<file path="src/rtl/fpu_pkg.sv">
// Shared FPU definitions: widths, rounding-mode encodings and the pipeline tag type.
package fpu_pkg;

    localparam int unsigned REG_AW = 5;
    localparam int unsigned DATA_W = 32;

    localparam logic [1:0] RM_RNE = 2'b00;
    localparam logic [1:0] RM_RDN = 2'b01;
    localparam logic [1:0] RM_RUP = 2'b10;
    localparam logic [1:0] RM_RTZ = 2'b11;

    typedef struct packed {
        logic              v;
        logic [REG_AW-1:0] fd;
    } tag_t;

    function automatic logic tag_match(input tag_t t, input logic [REG_AW-1:0] r);
        return t.v & (t.fd == r);
    endfunction

endpackage

</file>
<file path="src/rtl/fsqrt_tag_pipe.sv">
// Destination-tag shift register mirroring the sqrt unit's E1..E3 stages.
module fsqrt_tag_pipe
    import fpu_pkg::*;
(
    input  logic clk,
    input  logic rst,
    input  logic shift,
    input  tag_t tag_in,
    output tag_t e1,
    output tag_t e2,
    output tag_t e3
);

    always_ff @(posedge clk) begin
        if (rst) begin
            e1 <= '0;
            e2 <= '0;
            e3 <= '0;
        end else if (shift) begin
            e1 <= tag_in;
            e2 <= e1;
            e3 <= e2;
        end
    end

endmodule

</file>
<file path="src/rtl/fsqrt_issue_ctrl.sv">
// Issue, RAW/structural interlock, W-stage forwarding and writeback around the
// 3-stage float square-root unit.
module fsqrt_issue_ctrl
    import fpu_pkg::*;
(
    input  logic              clk,
    input  logic              rst,
    input  logic              id_fsqrt,
    input  logic [REG_AW-1:0] id_fd,
    input  logic [1:0]        id_rm,
    input  logic [REG_AW-1:0] id_fs,
    input  logic              id_fs_rd,
    input  logic [REG_AW-1:0] id_ft,
    input  logic              id_ft_rd,
    input  logic              sqrt_busy,
    input  logic              sqrt_stall,
    input  logic [DATA_W-1:0] sqrt_s,
    output logic              sqrt_start,
    output logic              sqrt_en,
    output logic [1:0]        sqrt_rm,
    output logic              id_stall,
    output logic              fwd_fs,
    output logic              fwd_ft,
    output logic [DATA_W-1:0] fwd_data,
    output logic              wb_we,
    output logic [REG_AW-1:0] wb_rd,
    output logic [DATA_W-1:0] wb_data,
    output logic [1:0]        inflight
);

    tag_t              tag_in, e1, e2, e3;
    logic              raw_fs, raw_ft, raw_hit, struct_hit, issue;
    logic              w_v;
    logic [REG_AW-1:0] w_fd;
    logic [DATA_W-1:0] w_data;

    fsqrt_tag_pipe u_tag_pipe (
        .clk    (clk),
        .rst    (rst),
        .shift  (sqrt_en),
        .tag_in (tag_in),
        .e1     (e1),
        .e2     (e2),
        .e3     (e3)
    );

    always_comb begin
        raw_fs = id_fs_rd & (tag_match(e1, id_fs) | tag_match(e2, id_fs) | tag_match(e3, id_fs));
        raw_ft = id_ft_rd & (tag_match(e1, id_ft) | tag_match(e2, id_ft) | tag_match(e3, id_ft));
        raw_hit    = raw_fs | raw_ft;
        struct_hit = id_fsqrt & sqrt_busy;
        id_stall   = sqrt_stall | raw_hit | struct_hit;
        // Reset forces the unit enabled and suppresses any start strobe.
        issue      = id_fsqrt & ~id_stall & ~rst;
        sqrt_start = issue;
        sqrt_en    = rst | ~sqrt_stall;
        sqrt_rm    = id_rm;
        tag_in.v   = issue;
        tag_in.fd  = id_fd;
        // A younger in-flight writer wins over the W-stage value: stall, don't forward.
        fwd_fs     = id_fs_rd & w_v & (id_fs == w_fd) & ~raw_hit;
        fwd_ft     = id_ft_rd & w_v & (id_ft == w_fd) & ~raw_hit;
        fwd_data   = w_data;
        wb_we      = w_v;
        wb_rd      = w_fd;
        wb_data    = w_data;
        inflight   = {1'b0, e1.v} + {1'b0, e2.v} + {1'b0, e3.v};
    end

    always_ff @(posedge clk) begin
        if (rst) begin
            w_v    <= 1'b0;
            w_fd   <= '0;
            w_data <= '0;
        end else if (sqrt_en && e3.v) begin
            w_v    <= 1'b1;
            w_fd   <= e3.fd;
            w_data <= sqrt_s;
        end else begin
            w_v    <= 1'b0;
        end
    end

endmodule
</file>
<file path="config.mk">
export PLATFORM = sky130hd
export DESIGN_NAME = fsqrt_issue_ctrl
export DESIGN_NICKNAME = d
export VERILOG_FILES = /design/src/rtl/fpu_pkg.sv /design/src/rtl/fsqrt_tag_pipe.sv /design/src/rtl/fsqrt_issue_ctrl.sv
export SDC_FILE = /design/constraint.sdc
export NUM_CORES = 1
export LEC_CHECK = 0
export CAP_MARGIN = 5
export CORE_MARGIN = 1.5
export CORE_UTILIZATION = 37
export DETAILED_ROUTE_END_ITERATION = 7
export GPL_TIMING_DRIVEN = 0
export HOLD_SLACK_MARGIN = 0.15
export MAX_ROUTING_LAYER = met4
export PLACE_DENSITY = 0.83
export SLEW_MARGIN = 40
export SYNTH_ARGS = -nofsm -noshare
export SYNTH_HDL_FRONTEND = slang
export SYNTH_SLANG_ARGS = --single-unit
</file>
<file path="constraint.sdc">
create_clock -name clk -period 1.8 [get_ports clk]
set_input_delay 0.36 -clock clk [delete_from_list [all_inputs] [get_ports clk]]
set_output_delay 0.36 -clock clk [all_outputs]
set_load 0.01 [all_outputs]
</file>
==> results_dict.tcl <==
set metrics [dict create \
    insertion_delay_ps 310 \
    viasPerCell 4.65 \
    yosysSeqAreaShare_pct 40.4 \
    cts_tree "yes" \
    initial_core_util_pct 38.2 \
    worstHoldPathType "flop to flop" \
    fin_crit_sh_pct 123 \
    worstPathArrival_ps 1860 \
    vias 2628 \
    holdPathEnd "fwd_data[14]" \
    p_leak_nw 1.65 \
    cts_htree_levels 2 \
    portBuffers 122 \
    drc_errors 0 \
    synth_cells 332 \
    cp.required_ps 1440 \
    num_io_pins 135 \
    grt_pass1_wl_mm 11.1 \
    drive_gt1_share_pct 20.2 \
    die_x_um 89.6 \
    violations "setup timing" \
    synth_area_leaders "dfxtp_1 40%, buf_4 10%, xnor2_1 10%" \
    holdCritStartpoint "fwd_data[14]" \
    wl_per_cell_um 13.3 \
    whs_path_depth 2 \
    fmax_mhz 450 \
    synth_top_area_share_pct 40.4 \
    syn_nets 389 \
    syn_area_per_cell_um2 8.35 \
    outcome "complete, but fails checks" \
    wl_mm 7.53 \
    first_global_vias 2382 \
    ir_worst_vdd_mv 0.338 \
    hpwlAfterDp_mm 5.99 \
    cp.buffers_inverters 2 \
    end_kind "primary output" \
    drv_slew 0 \
    r2r_cells 7 \
    drt_pass1_iterations 4 \
    ys_warn_count 0 \
    setup_ws_ps -422 \
    fin_setup_tns_ps -1500 \
    maxCapViolCount 0 \
    routabilityCongestion 0.836 \
    final_cell_mix "113 x clkdlybuf4s50_1, 71 x nand2_1, 40 x buf_4, 38 x dfxtp_1, 35 x a21oi_1" \
    grt-ovfl-total 0 \
    p_per_area_nw_per_um2 533 \
    cp_top_family "simple AND/OR/NAND/NOR gates" \
    cp_cell_sequence "xnor2_1, nand4_1, o22ai_1, or3_4, buf_4, nor4_2, buf_2" \
    dieHeight_um 89.6 \
    antennaDiodeCount 0 \
    critPathMaxFanout 3 \
    final_hold_viol_count 0 \
    die-area_um2 8020 \
    maxSlewHeadroom_pct 69.2 \
    synth_area_um2 2770 \
    cts_buffers 5 \
    fillers 639 \
    antenna_found_initial 0 \
    whs_ps 476 \
    layout.cells.most_common "clkdlybuf4s50_1" \
    ys_ff_latch 56 \
    skew_ps 6.23 \
    grt_max_degree 18 \
    cts.sinks 56 \
    report.final.setup_viol 4 \
    core_um2 7250 \
    cts_max_path_buffers 2 \
    synthToLayoutAreaGrowth_pct 55.5 \
    yosysUniqueCellTypes 24 \
    clockRootBuffer "clkbuf_8" \
    r2r_slack_ps 140 \
    grt_usage_pct 18.6 \
    worstSetupPathType "flop to primary output" \
    final_antenna_net_count 0 \
    rsz0062_at_grt "yes" \
    rows 31 \
    clk_pin_slew_worst_paths_ps 100 \
    r2r_end "u_tag_pipe.e1[5]" \
    worstMarginPinSlew_ps 462 \
    worstReg2RegStart "u_tag_pipe.e1[4]" \
    yosys.area.top_type "dfxtp_1" \
    startpoint_type "flop" \
    nets 522 \
    drt_iter0_markers 38 \
    min_period_ps 2220 \
    crit_path_top_delay_cell "or3_4" \
    slowest_delay_ps 410 \
]
-- Yosys cell counts, drive strengths merged --
| master | instances |
|---|---|
| nand2b | 3 |
| inv | 1 |
| nand4 | 6 |
| nor3 | 2 |
| xor2 | 8 |
| nand3b | 1 |
| xnor2 | 32 |
| clkbuf | 9 |
| nor2 | 20 |
| o22ai | 3 |
| buf | 50 |
| nand2 | 71 |
| or3 | 1 |
| and2 | 1 |
| nor4 | 3 |
| a21oi | 35 |
| o41ai | 1 |
| dfxtp | 56 |
| nand3 | 8 |
| a211o | 1 |
| fa | 1 |
| mux2i | 19 |
-- what timing repair did --
action / 4_1_cts / 5_1_grt
gates resized for setup: 46 / 14
pin swaps: 4 / 8
buffers inserted: 4 / 1
endpoints found under the setup margin: 7 / 32
hold buffers: 0 / 0
-- state kept, by name, indices dropped and copies added (netlist names) --
signal,flops
fwd_data,32
u_tag_pipe.e1,6
u_tag_pipe.e2,6
u_tag_pipe.e3,6
wb_rd,5
wb_we,1
-- area by class of cell --
class / count / area [um^2] / share of cell area, %
plain buffers: 58 / 413 / 9.58
clock buffers: 5 / 68.8 / 1.60
clock inverters: 3 / 18.8 / 0.435
inverters: 1 / 3.75 / 0.0871
multi-input cells: 216 / 1290 / 30.0
flip-flops and latches: 56 / 1150 / 26.7
well taps: 99 / 124 / 2.87
repair buffers: 127 / 1240 / 28.7
-- logic make-up after synthesis --
| family | share of synthesized area (%) |
|---|---|
| simple gates | 17.7 |
| buf+inv | 13.7 |
| flops | 40.4 |
| compound gates | 7.90 |
| xor+xnor | 12.6 |
| mux | 6.86 |
| fa+ha+maj | 0.722 |
-- worst register-to-register path: stages, from the launching register on --
cell,delay (ps)
dfxtp_2,350
xnor2_1,130
nand4_1,120
o22ai_1,100
or3_4,410
buf_4,150
buf_4,120
o41ai_2,180
-- how the worst max path moves through the flow --
| stage | startpoint | to | slack (ps) | depth (start not counted) |
|---|---|---|---|---|
| floorplan | id_ft[0] | fwd_fs | -40 | 6 |
| global placement | id_ft_rd | fwd_ft | -820 | 6 |
| finish | u_tag_pipe.e1[4] | sqrt_start | -420 | 7 |
| detailed placement | id_ft_rd | fwd_ft | -830 | 6 |
| CTS | u_tag_pipe.e2[0] | fwd_fs | -390 | 7 |
| global route | u_tag_pipe.e1[0] | sqrt_start | -490 | 7 |
-- power breakdown --
group | leakage, nW | internal, W | switching (W)
logic | 1.14 | 0.000201 | 0.000132
clock network | 0.0479 | 0.000273 | 0.000415
registers | 0.462 | 0.00126 | 0.0000224
total | 1.65 | 0.00173 | 0.000569
-- per-stage QoR --
step / total power [W] / setup WS [ps] / std cells / instance area [um^2] / util, %
global route: 0.00239 / -486 / 565 / 4310 / 59.4
detailed placement: 0.00164 / -825 / 553 / 4160 / 57.3
floorplan: 0.00147 / -42.2 / 332 / 2810 / -
global placement: 0.00163 / -821 / 553 / 4160 / 57.3
CTS: 0.00231 / -392 / 565 / 4300 / 59.2
finish: 0.00230 / -422 / 565 / 4310 / 59.4
-- per-layer routing --
layer  up-vias  track usage [%]  share of wire (%)
li1       1305                -                  -
met1      1211             20.5                 41
met2        99             32.9                 51
met3        13             3.88                7.0
met4         0             6.57                1.6
met5         -                -                  0
Note: power is estimated with default switching activity, not from simulation.
